$ cat src/rtl/dist_mem_reader_if.sv
// dist_mem_reader_if: command, memory-read and beat-stream signals of dist_mem_reader (DIST_MIN_EN adds min outputs)
interface dist_mem_reader_if #(
  parameter int WIDTH      = 16,
  parameter int ADDR_WIDTH = 3
);
  logic                  start;
  logic [ADDR_WIDTH-1:0] startAddr;
  logic [ADDR_WIDTH-1:0] numPairs;
  logic                  busy;
  logic                  done;
  logic [ADDR_WIDTH-1:0] readAddr;
  logic [WIDTH-1:0]      inaDist, inbDist, incDist, indDist;
  logic [WIDTH-1:0]      outaDist, outbDist, outcDist, outdDist;
  logic                  outValid;
  logic                  outReady;
  logic                  outLast;
  logic [ADDR_WIDTH-1:0] outAddr;
`ifdef DIST_MIN_EN
  logic [WIDTH-1:0]      outMinDist;
  logic [1:0]            outMinIdx;
`endif
  modport slave (
    input  start, startAddr, numPairs, inaDist, inbDist, incDist, indDist, outReady,
    output busy, done, readAddr, outaDist, outbDist, outcDist, outdDist, outValid, outLast, outAddr
`ifdef DIST_MIN_EN
    , output outMinDist, outMinIdx
`endif
  );
  modport master (
    output start, startAddr, numPairs, inaDist, inbDist, incDist, indDist, outReady,
    input  busy, done, readAddr, outaDist, outbDist, outcDist, outdDist, outValid, outLast, outAddr
`ifdef DIST_MIN_EN
    , input outMinDist, outMinIdx
`endif
  );
endinterface

$ cat src/rtl/dist_mem_reader.sv
// dist_mem_reader: walks address pairs of the two-bank distance memory and streams 4-lane beats (DIST_MIN_EN adds lane min/index)
module dist_mem_reader #(
  parameter int WIDTH      = 16,
  parameter int ADDR_WIDTH = 3,
  parameter int DEPTH      = 8
) (
  input logic              clk,
  input logic              rst_n,
  dist_mem_reader_if.slave bus
);
  typedef enum logic [1:0] {IDLE, RUN, DRAIN} state_t;
  typedef struct packed {
    logic [WIDTH-1:0]      a, b, c, d;
    logic [ADDR_WIDTH-1:0] addr;
    logic                  last;
`ifdef DIST_MIN_EN
    logic [WIDTH-1:0]      mn;
    logic [1:0]            idx;
`endif
  } beat_t;
  state_t                state_q, state_d;
  logic [ADDR_WIDTH-1:0] addr_q, rem_q, if_addr_q;
  logic                  if_q, if_last_q, done_q, done_d;
  logic                  wr_q, rd_q;
  logic [1:0]            cnt_q, occ;
  beat_t                 mem_q [2];
  beat_t                 beat, head;
  logic                  launch, push, pop, issue, fin;
  assign launch = state_q == IDLE && bus.start && bus.numPairs != '0;
  assign push   = if_q;
  assign pop    = cnt_q != 2'd0 && bus.outReady;
  // credit counts the slot freed by this cycle's pop so a steady stream runs at 1 beat/clk
  assign occ    = cnt_q - {1'b0, pop} + {1'b0, if_q};
  assign issue  = state_q == RUN && occ < 2'd2;
  assign fin    = state_q == DRAIN && !if_q && cnt_q == {1'b0, pop};
  always_comb begin
    state_d = state_q;
    done_d  = 1'b0;
    unique case (state_q)
      IDLE: begin
        if (launch) state_d = RUN;
        done_d = bus.start && bus.numPairs == '0;
      end
      RUN: if (issue && rem_q == ADDR_WIDTH'(1)) state_d = DRAIN;
      DRAIN: if (fin) begin
        state_d = IDLE;
        done_d  = 1'b1;
      end
      default: state_d = IDLE;
    endcase
  end
`ifdef DIST_MIN_EN
  logic [WIDTH-1:0] ab, cd;
  logic             ab_sel, cd_sel, cd_win;
  assign ab_sel = bus.inbDist < bus.inaDist;
  assign cd_sel = bus.indDist < bus.incDist;
  assign ab     = ab_sel ? bus.inbDist : bus.inaDist;
  assign cd     = cd_sel ? bus.indDist : bus.incDist;
  assign cd_win = cd < ab;
`endif
  always_comb begin
    beat      = '0;
    beat.a    = bus.inaDist;
    beat.b    = bus.inbDist;
    beat.c    = bus.incDist;
    beat.d    = bus.indDist;
    beat.addr = if_addr_q;
    beat.last = if_last_q;
`ifdef DIST_MIN_EN
    beat.mn   = cd_win ? cd : ab;
    beat.idx  = cd_win ? {1'b1, cd_sel} : {1'b0, ab_sel};
`endif
  end
  always_ff @(posedge clk or negedge rst_n) begin
    if (!rst_n) begin
      state_q   <= IDLE;
      done_q    <= 1'b0;
      addr_q    <= '0;
      rem_q     <= '0;
      if_q      <= 1'b0;
      if_last_q <= 1'b0;
      if_addr_q <= '0;
      wr_q      <= 1'b0;
      rd_q      <= 1'b0;
      cnt_q     <= 2'd0;
      mem_q[0]  <= '0;
      mem_q[1]  <= '0;
    end else begin
      state_q <= state_d;
      done_q  <= done_d;
      if (launch) begin
        addr_q <= bus.startAddr & ~ADDR_WIDTH'(1);
        rem_q  <= bus.numPairs;
      end else if (issue) begin
        addr_q <= ADDR_WIDTH'((int'(addr_q) + 2) % DEPTH);
        rem_q  <= rem_q - ADDR_WIDTH'(1);
      end
      if_q <= issue;
      if (issue) begin
        if_addr_q <= addr_q;
        if_last_q <= rem_q == ADDR_WIDTH'(1);
      end
      if (push) begin
        mem_q[wr_q] <= beat;
        wr_q        <= ~wr_q;
      end
      if (pop) rd_q <= ~rd_q;
      cnt_q <= cnt_q + {1'b0, push} - {1'b0, pop};
    end
  end
  assign head         = mem_q[rd_q];
  assign bus.busy     = state_q != IDLE;
  assign bus.done     = done_q;
  assign bus.readAddr = addr_q;
  assign bus.outValid = cnt_q != 2'd0;
  assign bus.outLast  = bus.outValid && head.last;
  assign bus.outAddr  = head.addr;
  assign bus.outaDist = head.a;
  assign bus.outbDist = head.b;
  assign bus.outcDist = head.c;
  assign bus.outdDist = head.d;
`ifdef DIST_MIN_EN
  assign bus.outMinDist = head.mn;
  assign bus.outMinIdx  = head.idx;
`endif
endmodule

$ cat src/flat_wrapper.sv
// flat-port wrapper written by rule: the top's interface ports become plain ports
module dist_mem_reader_flat 
#(
  parameter int WIDTH      = 16,
  parameter int ADDR_WIDTH = 3,
  parameter int DEPTH      = 8
)
  (clk, rst_n, bus_start, bus_startAddr, bus_numPairs, bus_inaDist, bus_inbDist, bus_incDist, bus_indDist, bus_outReady, bus_busy, bus_done, bus_readAddr, bus_outaDist, bus_outbDist, bus_outcDist, bus_outdDist, bus_outValid, bus_outLast, bus_outAddr);
  dist_mem_reader_if #(.WIDTH(WIDTH), .ADDR_WIDTH(ADDR_WIDTH)) bus_i ();
  input logic clk;
  input logic rst_n;
  input wire logic [$bits(bus_i.start)-1:0] bus_start;
  input wire logic [$bits(bus_i.startAddr)-1:0] bus_startAddr;
  input wire logic [$bits(bus_i.numPairs)-1:0] bus_numPairs;
  input wire logic [$bits(bus_i.inaDist)-1:0] bus_inaDist;
  input wire logic [$bits(bus_i.inbDist)-1:0] bus_inbDist;
  input wire logic [$bits(bus_i.incDist)-1:0] bus_incDist;
  input wire logic [$bits(bus_i.indDist)-1:0] bus_indDist;
  input wire logic [$bits(bus_i.outReady)-1:0] bus_outReady;
  output wire logic [$bits(bus_i.busy)-1:0] bus_busy;
  output wire logic [$bits(bus_i.done)-1:0] bus_done;
  output wire logic [$bits(bus_i.readAddr)-1:0] bus_readAddr;
  output wire logic [$bits(bus_i.outaDist)-1:0] bus_outaDist;
  output wire logic [$bits(bus_i.outbDist)-1:0] bus_outbDist;
  output wire logic [$bits(bus_i.outcDist)-1:0] bus_outcDist;
  output wire logic [$bits(bus_i.outdDist)-1:0] bus_outdDist;
  output wire logic [$bits(bus_i.outValid)-1:0] bus_outValid;
  output wire logic [$bits(bus_i.outLast)-1:0] bus_outLast;
  output wire logic [$bits(bus_i.outAddr)-1:0] bus_outAddr;
  assign bus_i.start = bus_start;
  assign bus_i.startAddr = bus_startAddr;
  assign bus_i.numPairs = bus_numPairs;
  assign bus_i.inaDist = bus_inaDist;
  assign bus_i.inbDist = bus_inbDist;
  assign bus_i.incDist = bus_incDist;
  assign bus_i.indDist = bus_indDist;
  assign bus_i.outReady = bus_outReady;
  assign bus_busy = bus_i.busy;
  assign bus_done = bus_i.done;
  assign bus_readAddr = bus_i.readAddr;
  assign bus_outaDist = bus_i.outaDist;
  assign bus_outbDist = bus_i.outbDist;
  assign bus_outcDist = bus_i.outcDist;
  assign bus_outdDist = bus_i.outdDist;
  assign bus_outValid = bus_i.outValid;
  assign bus_outLast = bus_i.outLast;
  assign bus_outAddr = bus_i.outAddr;
  dist_mem_reader #(.WIDTH(WIDTH), .ADDR_WIDTH(ADDR_WIDTH), .DEPTH(DEPTH)) u_core (.clk(clk), .rst_n(rst_n), .bus(bus_i));
endmodule
$ cat config.mk
export PLATFORM = sky130hd
export DESIGN_NAME = dist_mem_reader_flat
export DESIGN_NICKNAME = d
export VERILOG_FILES = /design/src/rtl/dist_mem_reader_if.sv /design/src/rtl/dist_mem_reader.sv /design/src/flat_wrapper.sv
export SDC_FILE = /design/constraint.sdc
export NUM_CORES = 1
export LEC_CHECK = 0
export ABC_AREA = 1
export CORE_ASPECT_RATIO = 1.75
export CORE_MARGIN = 4
export CORE_UTILIZATION = 57
export CTS_CLUSTER_DIAMETER = 40
export CTS_CLUSTER_SIZE = 14
export DETAILED_ROUTE_END_ITERATION = 10
export DONT_BUFFER_PORTS = 1
export PLACE_DENSITY = 0.74
export SETUP_SLACK_MARGIN = 0.3
export SLEW_MARGIN = 20
export SYNTH_ARGS = -nofsm -noshare
export SYNTH_HDL_FRONTEND = slang
export SYNTH_SLANG_ARGS = --single-unit
$ cat constraint.sdc
create_clock -name clk -period 1.83 [get_ports clk]
set_clock_uncertainty 0.15 [all_clocks]
set_input_delay 0.0915 -clock clk [delete_from_list [all_inputs] [get_ports clk]]
set_output_delay 0.0915 -clock clk [all_outputs]
set_load 0.005 [all_outputs]
==> results by group, run 1 <==
Run status
  • Status: finished, violations left
  • Failing checks: negative hold slack

Detailed routing
  • Post-route DRC: 0
  • Via count: roughly 5900
  • Drt pass-1 iters: 5
  • WL per Instance: ~19 um
  • Avg Vias per Cell: 5.589
  • Antenna Nets Post-Route: 0
  • DRT iter0 DRCs: 407
  • Detailed Route WL: between 20000 and 25000 um

Floorplanning
  • Initial core utilization: about three fifths
  • Die Span Y: approximately 150 um
  • Die Wd: slightly below 90 um
  • I/O pins: 148
  • Core Area: approximately 11000 um2
  • Die area: approximately 13000 um2
  • FP Rows: a little over 50

Worst setup path
  • Worst reg2reg setup slack: around 0.0087 ns
  • Critical Path AT: slightly below 2 ns
  • Reg2reg end: u_core.if_addr_q[2]
  • FF-to-FF Start: u_core.cnt_q[0]
  • R2R depth: 11
  • CP Class: flip-flop to flip-flop
  • CP endpoint kind: flip-flop
  • Critical path peak fanout: 8
  • Required @ worst endpoint: around 2 ns
  • Crit path launch type: flip-flop

Synthesis
  • Post-synth ARST share: between 90% and 100%
  • Synth area leader: dfrtp_1
  • Seq cells post-synth: 150
  • Number of synthesized flops with an enable pin: 0
  • Unique masters post-synth: 20
  • Syn avg cell area: 8.024 um2
  • Seq/Total Area, Yosys: 56.64%
  • Ys Warns: 0
  • Commonest cells in the netlist: 376 x nand2_1, 150 x dfrtp_1, 84 x inv_1
  • Top-count cell post-synth: nand2_1
  • Netlist Area Pre-Place: 6628 um2
  • Post-synth top area share: about 57%
  • Post-synth top flop: dfrtp_1
  • Synth top area cells: dfrtp_1 57%, nand2_1 21%, o21ai_0 6.1%, inv_1 4.8%, o21ai_1 4.3%
  • Synth Instances: roughly 830

Clock network
  • Hold_buf cts: between 70 and 80
  • Clock Sinks: 150
  • Clock transition at path regs: 0.06 ns
  • TritonCTS clock tree: done
  • Cts bufs inserted: 17
  • CTS root buf: clkbuf_16
  • Clock Latency Late Sink: 0.41 ns
  • Max Root-Sink Buffers: 2
  • H-tree levels: 4

Layout
  • Nets@finish: around 1000
  • Final Cell Area: just under 10000 um2
  • Share of post-route cells with drive strength above 1: 27.68%
  • Area grow syn2layout: 48.67%
  • Diode count: 0

Job
  • # Max-Cap Violations: 0

Min path
  • HP Class: input pin to asynchronous set/reset pin

Global routing
  • Largest net degree at the start of global routing: 151
  • Vias in the first global route: 6350
  • First-pass GRT wire length: approximately 31000 um
  • Initial antenna violation count: 0
  • Remaining global-route overflow: 0
  • Total GRT Usage: a little under a third

Power
  • Worst VDD drop: around 0.0015 V
  • Pwr/cell area: just over 2000 nW/um2
  • Leak: ~5.2 nW

STA
  • Fmax: 549.1 MHz
  • RSZ-0062 raised after global routing: yes
  • Smallest hold slack: -0.7835 ns
  • Final Critical Period: 1.821 ns
  • Tcrit/Tclk final: roughly 100%
  • Slew Viols, Final: 0
  • Setup TNS: 0 ns
  • Final Hold Viols: 150
  • Final setup viols: 0

Placement
  • Number of port buffers: 0
  • Post-place instance area: ~6700 um2
  • DP HPWL: slightly above 9000 um
  • GP Congestion: ~0.76
==> repair_timing <==
item,CTS,global route
gates cloned,14,0
resized for setup,282,39
pin swaps,68,61
hold endpoints to repair,286,150
setup endpoints to repair,79,94
setup buffers,20,2
==> layout make-up <==
| type | count | area [um2] |
|---|---|---|
| Timing Repair Buffer | 123 | 1645 |
| Multi-Input combinational cell | 544 | 3316 |
| Fill cell | 518 | 1378 |
| Clock buffer | 19 | 452.9 |
| Tap cell | 132 | 165.2 |
| Sequential cell | 150 | 3755 |
| Clock inverter | 11 | 197.7 |
| Inverter | 85 | 321.6 |
==> layout by cell type (no fill, tap or decap), types with 4 or more instances in the layout <==
cell and count:
buf_12 15, buf_16 15, buf_4 11, buf_6 7
buf_8 4, bufinv_16 5, clkbuf_16 17, dfrtp_1 149
dlygate4sd3_1 71, inv_1 80, inv_2 4, nand2_1 222
nand2_2 44, nand2_4 110, nand3_1 4, nand3_2 6
o21ai_0 77, o21ai_1 58
==> power breakdown <==
group,leakage [nW],internal [mW],switching (mW)
clock,0.316,2.49,1.36
sequential,1.85,4.97,1.46
combinational,3.02,4.42,5.55
==> layer usage <==
metal  GRT usage, %  part of all wire [%]  wire, um
met1          32.15                    34      6983
met2          54.95                    55     11250
met3          8.488                   6.1      1248
met4          15.57                   4.8       972
met5              0                     0         0
==> sequential cells by signal, summed over array words and instances (netlist names) <==
signal,count
u_core.mem_q,134
u_core.rem_q,3
u_core.bus.readAddr,2
u_core.cnt_q,2
u_core.if_addr_q,2
u_core.state_q,2
u_core.bus.done,1
u_core.if_last_q,1
u_core.if_q,1
u_core.rd_q,1
u_core.wr_q,1
==> metrics by stage <==
stage / cells / worst slack [ns] / util [%] / power, mW / hold slack, ns
4_1_cts: 1062 / -0.02259 / 86.13 / 19.31 / -0.7876
3_3_place_gp: 927 / 0.02748 / 59.78 / 10.87 / -0.3505
2_1_floorplan: 827 / 0.04225 / - / 9.821 / -0.3541
5_1_grt: 1064 / -0.07000 / 87.73 / 21.44 / -0.8105
3_5_place_dp: 927 / -0.08860 / 59.78 / 11.24 / -0.3498
6_report: 1064 / 0.008695 / 87.73 / 20.25 / -0.7835
==> worst max-delay path, stage by stage, from the launching register on <==
cell     delay (ns)
dfrtp_1        0.39
nor2_2         0.15
nor2_2         0.05
ha_1           0.28
inv_2          0.08
ha_4           0.14
nand3_2        0.09
nand3_4        0.11
buf_6          0.14
inv_2          0.04
nand2_1        0.05
nand2_1        0.05
==> how the worst max path moves through the flow <==
| stage | cells past startpoint | slack [ns] | startpoint | to |
|---|---|---|---|---|
| floorplan | 11 | 0.04 | u_core.cnt_q[0] | u_core.bus.readAddr[1] |
| global placement | 11 | 0.03 | u_core.cnt_q[0] | u_core.if_last_q |
| detailed placement | 11 | -0.09 | u_core.cnt_q[0] | u_core.if_last_q |
| CTS | 11 | -0.02 | u_core.cnt_q[1] | u_core.if_addr_q[2] |
| global route | 10 | -0.07 | u_core.cnt_q[0] | u_core.bus.readAddr[1] |
| finish | 11 | 0.009 | u_core.cnt_q[0] | u_core.if_addr_q[2] |
==> kinds of logic after synthesis <==
group | after synthesis | share of synthesized area, %
adders and majority gates | 4 | 0.7552
and+or+nand+nor | 394 | 22.67
xor gates and xnor gates | 3 | 0.3965
other | 1 | 0.05658
buffers and inverters | 133 | 8.797
DFF | 150 | 56.64
AOI/OAI and AO/OA | 141 | 10.69
(Power assumes the default switching activity.)
==> run 2: changes to the inputs <==
Settings changed: ABC_AREA 1 to unset.
==> run 2 against run 1 <==
First-iteration DRC count shrank 53%. Global-route usage shrank 6.1 points. Routed wire length shrank 9.7%. The flow finishes with violations (negative hold slack, negative setup slack).
==> results by group, run 2 <==
Power
  • Clock power share: 17.9%
  • Tot Pwr: ~20 mW
  • P_sw: a little over 6 mW
  • Leak: between 4 and 5 nW
  • Pwr/cell area: about 2100 nW/um2
  • Sequential Power Share: about a third
  • Worst VDD drop: between 0.001 and 0.0015 V
  • Comb pwr share: approximately half
  • P_int: 13.45 mW
  • Net Sw Frac: 31.44%

Synthesis
  • Synth top area cells: dfrtp_1 58%, mux2_2 35%, buf_2 1.1%, ha_1 0.77%, o21ai_0 0.61%
  • Top-count cell post-synth: mux2_2
  • Syn avg cell area: 14.94 um2
  • Commonest cells in the netlist: 201 x mux2_2, 150 x dfrtp_1, 14 x buf_2
  • Seq/Total Area, Yosys: a little under 60%
  • Unique masters post-synth: 30
  • Synth area leader: dfrtp_1
  • Number of synthesized flops with an enable pin: 0
  • Post-synth top area share: around 58%
  • Ys Warns: 0
  • Seq cells post-synth: 150
  • Synth Instances: approximately 440
  • Post-synth ARST share: 100.0%
  • Post-synth top flop: dfrtp_1
  • Netlist Area Pre-Place: 6515 um2

Global routing
  • Total GRT Usage: about a quarter
  • Initial antenna violation count: 0
  • First-pass GRT wire length: between 20000 and 25000 um
  • Largest net degree at the start of global routing: between 150 and 200
  • Remaining global-route overflow: 0
  • Vias in the first global route: around 4500

Worst setup path
  • Slowest cell on crit path: dfrtp_1
  • CP Class: flip-flop to flip-flop
  • Required @ worst endpoint: ~2.0 ns
  • Worst reg2reg setup slack: -0.37 ns
  • Top Family by Delay on Critical Path: simple AND/OR/NAND/NOR gates
  • Critical path peak fanout: 4
  • Critical Path AT: between 2 and 2.5 ns
  • Bufs and invs on worst path: 1
  • Delay of the slowest critical-path stage: around 0.39 ns
  • CP endpoint kind: flip-flop
  • Cells along the critical path: nor2_2 > nor2_2 > ha_1 > inv_1 > ha_1 > xor3_1 > nand2b_4 > or3_1 > a31oi_1
  • Crit path launch type: flip-flop

STA
  • Final setup viols: 11
  • Final Critical Period: between 2 and 2.5 ns
  • Fmax: ~450 MHz
  • Smallest hold slack: -0.7738 ns
  • Tcrit/Tclk final: 120.2%
  • Setup ws final: -0.3689 ns
  • Final Hold Viols: between 150 and 200
  • RSZ-0062 raised after global routing: yes
  • Slew Viols, Final: 0
  • Setup TNS: -2.802 ns

Clock network
  • TritonCTS clock tree: done
  • CTS root buf: clkbuf_16
  • Clock Sinks: 150
  • Cts bufs inserted: 17
  • H-tree levels: 4
  • Clock transition at path regs: roughly 0.06 ns
  • Max Root-Sink Buffers: 2
  • Hold_buf cts: 70
  • Clock Latency Late Sink: ~0.40 ns

Run status
  • Failing checks: negative hold slack, negative setup slack
  • Status: finished, violations left

Detailed routing
  • DRT iter0 DRCs: approximately 190
  • Via count: ~4200
  • Antenna Nets Post-Route: 0
  • Drt pass-1 iters: 4
  • Detailed Route WL: 18470 um
  • Post-route DRC: 0
  • WL per Instance: around 26 um
  • Avg Vias per Cell: approximately 6

Placement
  • DP HPWL: 8355 um
  • Number of port buffers: 0
  • Post-place instance area: 6790 um2
  • GP Congestion: 0.7689

Layout
  • Area grow syn2layout: 45.69%
  • Fillers: approximately 500
  • Nets@finish: 637
  • Regs by FF count: u_core.mem_q (134), u_core.rem_q (3)
  • Final Cell Area: around 9500 um2
  • Post-layout util: around 85%
  • Share of post-route cells with drive strength above 1: around 53%
  • Biggest register: u_core.mem_q
  • Most common cell after layout, fill and taps aside: dfrtp_1
  • Most frequent cells in the layout: 148 x dfrtp_1, 134 x mux2_4, 70 x dlygate4sd3_1, 67 x mux2_2, 27 x clkbuf_16
  • Largest register FFs: ~130

Floorplanning
  • Die Span Y: between 100 and 150 um
  • I/O pins: approximately 150
  • Core Area: between 10000 and 15000 um2
  • Initial core utilization: slightly below 60%
  • Die area: between 10000 and 15000 um2
  • Die Wd: around 89 um
  • FP Rows: 51

Min path
  • HP Class: input pin to asynchronous set/reset pin

Job
  • # Max-Cap Violations: 0
## run 2: changes by cell type after synthesis, sizes merged, moves of 2 or more
| cell | before | now |
|---|---|---|
| o21ai | 138 | 8 |
| clkbuf | 21 | 4 |
| nand2b | 0 | 2 |
| or3 | 0 | 2 |
| mux2 | 0 | 201 |
| buf | 27 | 21 |
| mux2i | 0 | 2 |
| a21oi | 2 | 0 |
| nand3 | 11 | 1 |
| inv | 85 | 10 |
| nand2 | 376 | 10 |
| a2bb2oi | 0 | 2 |
## run 2: path summary, 6_finish.rpt
kind,cells past startpoint,end,start
setup / recovery,9,u_core.bus.readAddr[2],u_core.cnt_q[1]
hold / removal,0,u_core.mem_q[99],rst_n
setup reg to reg,9,u_core.bus.readAddr[2],u_core.cnt_q[1]
hold reg to reg,1,u_core.mem_q[31],u_core.mem_q[31]
max in group asynchronous,0,u_core.mem_q[121],rst_n
min in group clk,4,u_core.rd_q,bus_outReady
## run 2: cell families after synthesis
family / synth area share, %
fa+ha+maj: 0.7682
compound gates: 1.575
other cells: 0.05756
buf+inv: 2.458
xor+xnor: 0.6338
flops: 57.61
simple gates: 1.844
mux: 35.05
## run 2: through the flow
stage | worst slack (ns) | std cells
finish | -0.3689 | 705
global route | -0.4752 | 704
CTS | -0.3702 | 690
detailed placement | -0.3868 | 562
global placement | -0.2867 | 562
floorplan | -0.3002 | 437
## run 2: timing repair
item / CTS / global route
setup buffers: 14 / 2
setup endpoints to repair: 186 / 170
resized for setup: 108 / 64
pin swaps: 1 / 1
endpoints found under the hold margin: 286 / 151
gates cloned: 12 / 12
## run 2: area by class of cell
cell class              count  area (um2)  share of cell area [%]
multi-input cells         252        3162                   33.31
clock buffers              20       456.7                   4.811
well taps                 132       165.2                   1.740
repair buffers            128        1769                   18.64
clock inverters            12       142.6                   1.503
diodes                      1       2.502                 0.02636
inverters                  10       37.54                  0.3955
flip-flops and latches    150        3756                   39.57
## run 2: power by group through the flow
stage	clock network, mW	registers, mW	logic [mW]
2_1_floorplan	0	5.62	4.72
3_3_place_gp	0	5.78	5.85
3_5_place_dp	0	5.94	6.01
4_1_cts	3.54	5.97	8.43
5_1_grt	3.69	6.36	10.4
6_report	3.51	6.20	9.90
## run 2: per-layer routing
layer  wire, um  vias to the layer above  GRT usage (%)  share of wire, %
met5          0                        -              0                 0
met4        666                        0          8.321               3.6
met3        974                       44          5.069               5.3
met2      10290                      142          45.54                56
met1       6533                     2200          27.52                35
li1           -                     1797              -                 -
